===== src/rtl/segasys1_sprcoll_ctrl_pkg.sv =====
// segasys1_sprcoll_ctrl_pkg: shared constants, state encoding and CPU data formatting for the sprite-collision controller
// Contents: COLL_AW (flag RAM address width), COLL_CPU_DOUT_PAD (constant upper bits of CPU read data),
// state_t (controller states), coll_dout() (formats a flag bit as a CPU data byte).
package segasys1_sprcoll_ctrl_pkg;
    localparam int COLL_AW = 10;
    localparam logic [6:0] COLL_CPU_DOUT_PAD = 7'h7F;
    typedef enum logic [2:0] {CLR, IDLE, CPU_RD, CPU_RD2, CPU_WR, EVT_WR} state_t;
    function automatic logic [7:0] coll_dout(input logic flag);
        return {COLL_CPU_DOUT_PAD, flag};
    endfunction
endpackage


===== src/rtl/segasys1_sprcoll_ctrl_if.sv =====
// segasys1_sprcoll_ctrl_if: sprite-event and CPU access bundle of the sprite-collision controller
// master: drives sprcoll/sprcoll_ad (sprite engine) and cpu_req/cpu_wr/cpu_sum/cpu_ad (CPU glue),
//         receives cpu_ack/cpu_dout/busy/drop.
// slave:  the controller side of the same signals.
// With SEGASYS1_SPRCOLL_STAT_EN defined, drop_cnt[7:0] and fifo_hwm[FIFO_AW:0] are added as slave outputs.
interface segasys1_sprcoll_ctrl_if #(
    parameter int RAM_AW = 10
`ifdef SEGASYS1_SPRCOLL_STAT_EN
    , parameter int FIFO_AW = 3
`endif
);
    logic              sprcoll;
    logic [RAM_AW-1:0] sprcoll_ad;
    logic              cpu_req;
    logic              cpu_wr;
    logic              cpu_sum;
    logic [RAM_AW-1:0] cpu_ad;
    logic              cpu_ack;
    logic [7:0]        cpu_dout;
    logic              busy;
    logic              drop;
`ifdef SEGASYS1_SPRCOLL_STAT_EN
    logic [7:0]        drop_cnt;
    logic [FIFO_AW:0]  fifo_hwm;
`endif
    modport master (
        output sprcoll, sprcoll_ad, cpu_req, cpu_wr, cpu_sum, cpu_ad,
        input  cpu_ack, cpu_dout, busy, drop
`ifdef SEGASYS1_SPRCOLL_STAT_EN
        , input drop_cnt, fifo_hwm
`endif
    );
    modport slave (
        input  sprcoll, sprcoll_ad, cpu_req, cpu_wr, cpu_sum, cpu_ad,
        output cpu_ack, cpu_dout, busy, drop
`ifdef SEGASYS1_SPRCOLL_STAT_EN
        , output drop_cnt, fifo_hwm
`endif
    );
endinterface


===== src/rtl/segasys1_sprcoll_ctrl_fifo.sv =====
// segasys1_sprcoll_ctrl_fifo: synchronous FIFO buffering sprite collision event addresses
// Ports: clk_i, rst_i (sync, active-high flush), push_i/din_i (write), pop_i (read, dout_o shows head),
//        full_o, level_o (occupancy 0..2**AW; zero means empty).
// A push while full is accepted only when a pop happens in the same cycle.
module segasys1_sprcoll_ctrl_fifo #(
    parameter int W  = 10,
    parameter int AW = 3
) (
    input  logic          clk_i,
    input  logic          rst_i,
    input  logic          push_i,
    input  logic          pop_i,
    input  logic [W-1:0]  din_i,
    output logic [W-1:0]  dout_o,
    output logic          full_o,
    output logic [AW:0]   level_o
);
    logic [W-1:0] mem_q [2**AW];
    logic [AW:0]  wp_q;
    logic [AW:0]  rp_q;
    logic         wr_en;
    logic         rd_en;
    assign level_o = wp_q - rp_q;
    assign full_o  = level_o[AW];
    assign wr_en   = push_i & (~full_o | pop_i);
    assign rd_en   = pop_i & (level_o != '0);
    assign dout_o  = mem_q[rp_q[AW-1:0]];
    always_ff @(posedge clk_i) begin
        if (wr_en) mem_q[wp_q[AW-1:0]] <= din_i;
    end
    always_ff @(posedge clk_i) begin
        if (rst_i) begin
            wp_q <= '0;
            rp_q <= '0;
        end else begin
            if (wr_en) wp_q <= wp_q + (AW+1)'(1);
            if (rd_en) rp_q <= rp_q + (AW+1)'(1);
        end
    end
endmodule


===== src/rtl/segasys1_sprcoll_ctrl.sv =====
// segasys1_sprcoll_ctrl: sprite-collision flag RAM owner arbitrating sprite events and CPU read/clear accesses
// Ports: VCLKx4 (clock), RESET (sync, active-high), bus (segasys1_sprcoll_ctrl_if.slave):
//   sprcoll/sprcoll_ad event strobe+address, cpu_req/cpu_wr/cpu_sum/cpu_ad CPU request,
//   cpu_ack/cpu_dout completion and data, busy (clear sweep running), drop (event lost, FIFO full).
// Optional feature macro SEGASYS1_SPRCOLL_STAT_EN: adds drop_cnt (saturating lost-event count,
//   cleared by RESET and CPU summary clear) and fifo_hwm (FIFO high-water mark).
module segasys1_sprcoll_ctrl
    import segasys1_sprcoll_ctrl_pkg::*;
#(
    parameter int FIFO_AW = 3,
    parameter int RAM_AW  = COLL_AW
) (
    input logic                   VCLKx4,
    input logic                   RESET,
    segasys1_sprcoll_ctrl_if.slave bus
);
    state_t            state_q, state_d;
    logic [RAM_AW-1:0] ptr_q, ptr_d;
    logic [RAM_AW-1:0] evt_ad_q, evt_ad_d;
    logic              ack_q, ack_d;
    logic [7:0]        dout_q, dout_d;
    logic              sum_q, sum_d;
    logic              fair_q, fair_d;
    logic              flag_mem [2**RAM_AW];
    logic              rd_q;
    logic              ram_we;
    logic [RAM_AW-1:0] ram_wa;
    logic              ram_wd;
    logic              cpu_go;
    logic              pop;
    logic              drop_w;
    logic [RAM_AW-1:0] f_dout;
    logic              f_full;
    logic [FIFO_AW:0]  f_level;
    logic              f_empty;
    segasys1_sprcoll_ctrl_fifo #(.W(RAM_AW), .AW(FIFO_AW)) u_fifo (
        .clk_i   (VCLKx4),
        .rst_i   (RESET),
        .push_i  (bus.sprcoll),
        .pop_i   (pop),
        .din_i   (bus.sprcoll_ad),
        .dout_o  (f_dout),
        .full_o  (f_full),
        .level_o (f_level)
    );
    assign f_empty = f_level == '0;
    always_comb begin
        state_d  = state_q;
        ptr_d    = ptr_q;
        evt_ad_d = evt_ad_q;
        ack_d    = 1'b0;
        dout_d   = dout_q;
        sum_d    = sum_q;
        fair_d   = fair_q;
        pop      = 1'b0;
        ram_we   = 1'b0;
        ram_wa   = bus.cpu_ad;
        ram_wd   = 1'b0;
        // The ack cycle still sees the finished request, and a CPU op owes the queue one turn.
        cpu_go   = bus.cpu_req & ~ack_q & ~(fair_q & ~f_empty);
        case (state_q)
            CLR: begin
                ram_we = 1'b1;
                ram_wa = ptr_q;
                ptr_d  = ptr_q + RAM_AW'(1);
                if (&ptr_q) state_d = IDLE;
            end
            IDLE: begin
                if (cpu_go) begin
                    state_d = bus.cpu_wr ? CPU_WR : CPU_RD;
                    fair_d  = 1'b1;
                end else if (~f_empty) begin
                    pop      = 1'b1;
                    evt_ad_d = f_dout;
                    fair_d   = 1'b0;
                    state_d  = EVT_WR;
                end
            end
            CPU_RD:  state_d = CPU_RD2;
            CPU_RD2: begin
                dout_d  = coll_dout(bus.cpu_sum ? sum_q : rd_q);
                ack_d   = 1'b1;
                state_d = IDLE;
            end
            CPU_WR: begin
                ram_we  = ~bus.cpu_sum;
                sum_d   = bus.cpu_sum ? 1'b0 : sum_q;
                ack_d   = 1'b1;
                state_d = IDLE;
            end
            EVT_WR: begin
                ram_we  = 1'b1;
                ram_wa  = evt_ad_q;
                ram_wd  = 1'b1;
                sum_d   = 1'b1;
                state_d = IDLE;
            end
            default: state_d = CLR;
        endcase
    end
    always_ff @(posedge VCLKx4) begin
        if (RESET) begin
            state_q  <= CLR;
            ptr_q    <= '0;
            evt_ad_q <= '0;
            ack_q    <= 1'b0;
            dout_q   <= coll_dout(1'b0);
            sum_q    <= 1'b0;
            fair_q   <= 1'b0;
        end else begin
            state_q  <= state_d;
            ptr_q    <= ptr_d;
            evt_ad_q <= evt_ad_d;
            ack_q    <= ack_d;
            dout_q   <= dout_d;
            sum_q    <= sum_d;
            fair_q   <= fair_d;
        end
    end
    always_ff @(posedge VCLKx4) begin
        if (ram_we) flag_mem[ram_wa] <= ram_wd;
        if (state_q == CPU_RD) rd_q <= flag_mem[bus.cpu_ad];
    end
    assign drop_w       = bus.sprcoll & f_full & ~pop;
    assign bus.drop     = drop_w;
    assign bus.cpu_ack  = ack_q;
    assign bus.cpu_dout = dout_q;
    assign bus.busy     = state_q == CLR;
`ifdef SEGASYS1_SPRCOLL_STAT_EN
    logic [7:0]       drop_cnt_q;
    logic [FIFO_AW:0] hwm_q;
    always_ff @(posedge VCLKx4) begin
        if (RESET) begin
            drop_cnt_q <= '0;
            hwm_q      <= '0;
        end else begin
            drop_cnt_q <= (state_q == CPU_WR && bus.cpu_sum) ? 8'd0 : drop_cnt_q + 8'(drop_w & ~&drop_cnt_q);
            hwm_q      <= f_level > hwm_q ? f_level : hwm_q;
        end
    end
    assign bus.drop_cnt = drop_cnt_q;
    assign bus.fifo_hwm = hwm_q;
`endif
endmodule


===== src/flat_wrapper.sv =====
// flat-port wrapper written by rule: the top's interface ports become plain ports
module segasys1_sprcoll_ctrl_flat import segasys1_sprcoll_ctrl_pkg::*;
#(
    parameter int FIFO_AW = 3,
    parameter int RAM_AW  = COLL_AW
)
  (VCLKx4, RESET, bus_sprcoll, bus_sprcoll_ad, bus_cpu_req, bus_cpu_wr, bus_cpu_sum, bus_cpu_ad, bus_cpu_ack, bus_cpu_dout, bus_busy, bus_drop);
  segasys1_sprcoll_ctrl_if #(.RAM_AW(RAM_AW)) bus_i ();
  input logic VCLKx4;
  input logic RESET;
  input wire logic [$bits(bus_i.sprcoll)-1:0] bus_sprcoll;
  input wire logic [$bits(bus_i.sprcoll_ad)-1:0] bus_sprcoll_ad;
  input wire logic [$bits(bus_i.cpu_req)-1:0] bus_cpu_req;
  input wire logic [$bits(bus_i.cpu_wr)-1:0] bus_cpu_wr;
  input wire logic [$bits(bus_i.cpu_sum)-1:0] bus_cpu_sum;
  input wire logic [$bits(bus_i.cpu_ad)-1:0] bus_cpu_ad;
  output wire logic [$bits(bus_i.cpu_ack)-1:0] bus_cpu_ack;
  output wire logic [$bits(bus_i.cpu_dout)-1:0] bus_cpu_dout;
  output wire logic [$bits(bus_i.busy)-1:0] bus_busy;
  output wire logic [$bits(bus_i.drop)-1:0] bus_drop;
  assign bus_i.sprcoll = bus_sprcoll;
  assign bus_i.sprcoll_ad = bus_sprcoll_ad;
  assign bus_i.cpu_req = bus_cpu_req;
  assign bus_i.cpu_wr = bus_cpu_wr;
  assign bus_i.cpu_sum = bus_cpu_sum;
  assign bus_i.cpu_ad = bus_cpu_ad;
  assign bus_cpu_ack = bus_i.cpu_ack;
  assign bus_cpu_dout = bus_i.cpu_dout;
  assign bus_busy = bus_i.busy;
  assign bus_drop = bus_i.drop;
  segasys1_sprcoll_ctrl #(.FIFO_AW(FIFO_AW), .RAM_AW(RAM_AW)) u_core (.VCLKx4(VCLKx4), .RESET(RESET), .bus(bus_i));
endmodule

===== config.mk =====
export PLATFORM = sky130hd
export DESIGN_NAME = segasys1_sprcoll_ctrl_flat
export DESIGN_NICKNAME = d
export VERILOG_FILES = /design/src/rtl/segasys1_sprcoll_ctrl_pkg.sv /design/src/rtl/segasys1_sprcoll_ctrl_if.sv /design/src/rtl/segasys1_sprcoll_ctrl_fifo.sv /design/src/rtl/segasys1_sprcoll_ctrl.sv /design/src/flat_wrapper.sv
export SDC_FILE = /design/constraint.sdc
export NUM_CORES = 2
export LEC_CHECK = 0
export ABC_AREA = 1
export CORE_MARGIN = 5
export CORE_UTILIZATION = 57
export DETAILED_ROUTE_END_ITERATION = 16
export PLACE_DENSITY = 0.83
export RECOVER_POWER = 50
export SYNTH_ARGS = -nofsm -noshare
export SYNTH_HDL_FRONTEND = slang
export SYNTH_SLANG_ARGS = --single-unit

===== constraint.sdc =====
create_clock -name VCLKx4 -period 18.83 [get_ports VCLKx4]
set_input_delay 3.766 -clock VCLKx4 [delete_from_list [all_inputs] [get_ports VCLKx4]]
set_output_delay 3.766 -clock VCLKx4 [all_outputs]
set_load 0.1 [all_outputs]

==> out/metrics.yaml <==
status:
  status: "finished, violations left"
  violations: "capacitance limit, slew limit"
grt:
  overflow: 0
  antenna_found_initial: 4
  grt_pass1_vias: 36500
  grt_use_total_pct: 28.0
  grt_pass1_wl_um: 207000
  grt_start_max_net_pins: 300
logic_synthesis:
  syn_inst: 5163
  syn-cell-area_um2: 51000
  synth_edf_count: 1105
  ys_seq_area_share_pct: 66.5
  avgSynthCellArea_um2: 9.87
  ys_warn_count: 0
  ys_seq_elements: 1140
  synth.area.top_cells: "edfxtp_1, nand3_1, nand2_1"
  synth_top_area_cell: "edfxtp_1"
  yosysUniqueCellTypes: 38
  synth_top_area_share_pct: 65.1
  async_reset_ff_share_pct: 0
  synth_ff_type: "edfxtp_1"
placement:
  dp_slack_ns: 8.90
  dp_hpwl_um: 66100
  port_buffers: 29
  placed_area_um2: 51400
  dp.cells: 5975
  gp_congestion: 0.830
sta:
  setup_slack_ns: 6.82
  min_period_ns: 12.01
  fin_skew_ns: 0.0176
  relSlewSlack_pct: -250
  fmax_mhz: 83.2
  worstMarginPinSlew_ns: 5.25
  finalMaxSlewViolations: 635
  fin_crit_sh_pct: 63.8
  finalSetupViolations: 0
  finalSetupTns_ns: 0
  rsz0062_at_grt: "false"
  final_hold_viol_count: 0
setup_path:
  endpoint_kind: "flip-flop"
  critPathArrivalTime_ns: 11.97
  rr_startpoint: "u_core.state_q[1]$_SDFFE_PP0P_"
  r2r-end: "u_core.flag_mem[58]$_DFFE_PP_"
  r2r_cells: 6
  crit_type: "flip-flop to flip-flop"
  cp_max_fo: 124
  startpoint_type: "flip-flop"
  cp.required_ns: 18.79
  rrSetupSlack_ns: 6.82
routing:
  via_per_inst: 6.21
  drc_errors: 0
  vias: 38400
  detail_route.first_pass.iterations: 7
  drtIter0Drc: 6300
  antenna_left: 0
  routed_wl_um: 136000
  wl_per_cell_um: 22.1
clock_tree:
  cts_hold_buf: 0
  cts_resized: 0
  clockRootBuffer: "clkbuf_16"
  cts_tree: "yes"
  cts.sinks: 1140
  cts_buffers: 111
  clk_pin_slew_worst_paths_ns: 0.06
  clock_path_buffers: 3
  postCtsSetupBuffers: 0
  cts_max_level: 3
  clock_latency_ns: 0.68
power_and_ir_drop:
  leakagePower_nw: 19.2
  power_density_nw_per_um2: 93.1
  max-vdd-ir-drop_mv: 0.0692
  total_power_mw: 5.09
floorplan:
  io_pins: 37
  fp.dieW_um: 309
  start_util_pct: 57.6
  die_area_um2: 95500
  core_area_um2: 88500
  die_y_um: 309
  rows: 109
finish:
  synthToLayoutAreaGrowth_pct: 7.41
  fin_cells: 6179
  fillers: 6490
  drive_gt1_share_pct: 5.15
  fin_area_um2: 54700
  nets: 4955
worst_hold_path:
  hold_path.class: "flip-flop to flip-flop"
  whs_path_depth: 2
  worstHoldStart: "u_core.sum_q$_SDFFE_PP0P_"
  min_to: "u_core.sum_q$_SDFFE_PP0P_"
job:
  max-cap-violations: 6
## through the flow
step           utilization (%)  hold WS, ns
5_1_grt                   61.8        0.505
6_report                  61.8        0.481
4_1_cts                   61.9        0.480
2_1_floorplan                -        0.434
3_5_place_dp              58.0        0.471
3_3_place_gp              58.0        0.459
## flip-flops by register name, indices dropped and copies added (netlist names)
register	count
u_core.bus.cpu_ack	1
u_core.bus.cpu_dout	1
u_core.evt_ad_q	10
u_core.fair_q	1
u_core.flag_mem	1024
u_core.ptr_q	10
u_core.rd_q	1
u_core.state_q	3
u_core.sum_q	1
u_core.u_fifo.mem_q	80
u_core.u_fifo.rp_q	4
u_core.u_fifo.wp_q	4
## final cells by class
class | count | area, um^2 | area share [%]
well taps | 1165 | 1460 | 2.66
clock inverters | 54 | 373 | 0.681
flip-flops and latches | 1140 | 33900 | 61.9
repair buffers | 81 | 674 | 1.23
inverters | 111 | 435 | 0.796
clock buffers | 149 | 3000 | 5.49
multi-input cells | 3478 | 14900 | 27.2
diodes | 1 | 2.50 | 0.00457
## how the worst max path moves through the flow
stage                                         startpoint                        endpoint  slack [ns]  depth (start not counted)
after CTS                                    bus_cpu_req                        bus_drop        8.90                          7
after detailed placement                     bus_cpu_req                        bus_drop        8.90                          7
after global routing      u_core.state_q[1]$_SDFFE_PP0P_  u_core.flag_mem[872]$_DFFE_PP_        5.59                          6
after floorplan           u_core.state_q[2]$_SDFFE_PP0P_    u_core.flag_mem[0]$_DFFE_PP_        0.85                          2
after global placement                       bus_cpu_req                        bus_drop        8.93                          7
final                     u_core.state_q[1]$_SDFFE_PP0P_   u_core.flag_mem[58]$_DFFE_PP_        6.82                          6
## power breakdown
group	internal, mW	total (mW)	switching, mW
Clock	1.17	2.09	0.924
Sequential	2.75	2.75	0.00293
Combinational	0.0576	0.248	0.191
Total	3.98	5.09	1.12
## worst max-delay path, stage by stage, from the launching register on
cell and delay (ns):
dfxtp_1 0.34, inv_1 0.09, nand2_1 0.07, nor2_1 1.80
clkbuf_1 3.21, clkbuf_1 2.91, clkbuf_1 2.68
## cell families (layout without fill, tap and decap cells)
logic type | after synthesis | in the layout | share of synthesized area (%)
adder cells (fa/ha/maj) | 6 | 6 | 0.147
AND/OR/NAND/NOR | 3321 | 3321 | 27.1
AO/OA/AOI/OAI | 138 | 138 | 1.68
other | 1 | 8 | 0.00736
flip-flops | 1140 | 1140 | 66.5
buffers and inverters | 551 | 395 | 4.48
XOR/XNOR | 6 | 6 | 0.103
## per-layer routing
layer | part of all wire [%] | up-vias | track usage (%)
met4 | 6.3 | 6 | 14.7
met5 | 0.025 | - | 0
li1 | - | 17000 | -
met1 | 34 | 18100 | 35.7
met2 | 46 | 2766 | 45.4
met3 | 13 | 599 | 6.24
## cells in the mapped netlist (7+ instances only)
library cell     n
buf_4            7
edfxtp_1      1105
dfxtp_1         35
nand3_1       1025
o21ai_0         14
inv_1           97
buf_1           49
a221oi_1        20
inv_2           12
o31a_1          10
nand2_1       1177
clkbuf_1       309
buf_2           60
buf_6           15
a21oi_1         72
nor2_1        1097
nor3_1           8
## cell usage in the layout, fill, tap and decap left out, types with 4 or more instances in the layout
cell,Yosys,routed
nand2_1,1177,1147
edfxtp_1,1105,1105
nor2_1,1097,1098
nand3_1,1025,1025
clkbuf_16,0,113
inv_1,97,95
a21oi_1,72,72
buf_4,7,46
clkbuf_1,309,38
dfxtp_1,35,35
nand2_2,2,32
clkinv_1,1,25
clkinv_2,1,22
a221oi_1,20,20
o21ai_0,14,14
clkdlybuf4s50_1,0,12
dlygate4sd3_1,0,12
inv_2,12,10
o31a_1,10,10
nor3_1,8,7
conb_1,1,7
o22ai_1,6,6
ha_1,6,6
nor2_2,6,5
a21oi_2,4,4
xor2_1,4,4
clkbuf_8,0,4
bufinv_16,0,4
Power figures use the tool's default switching activity.
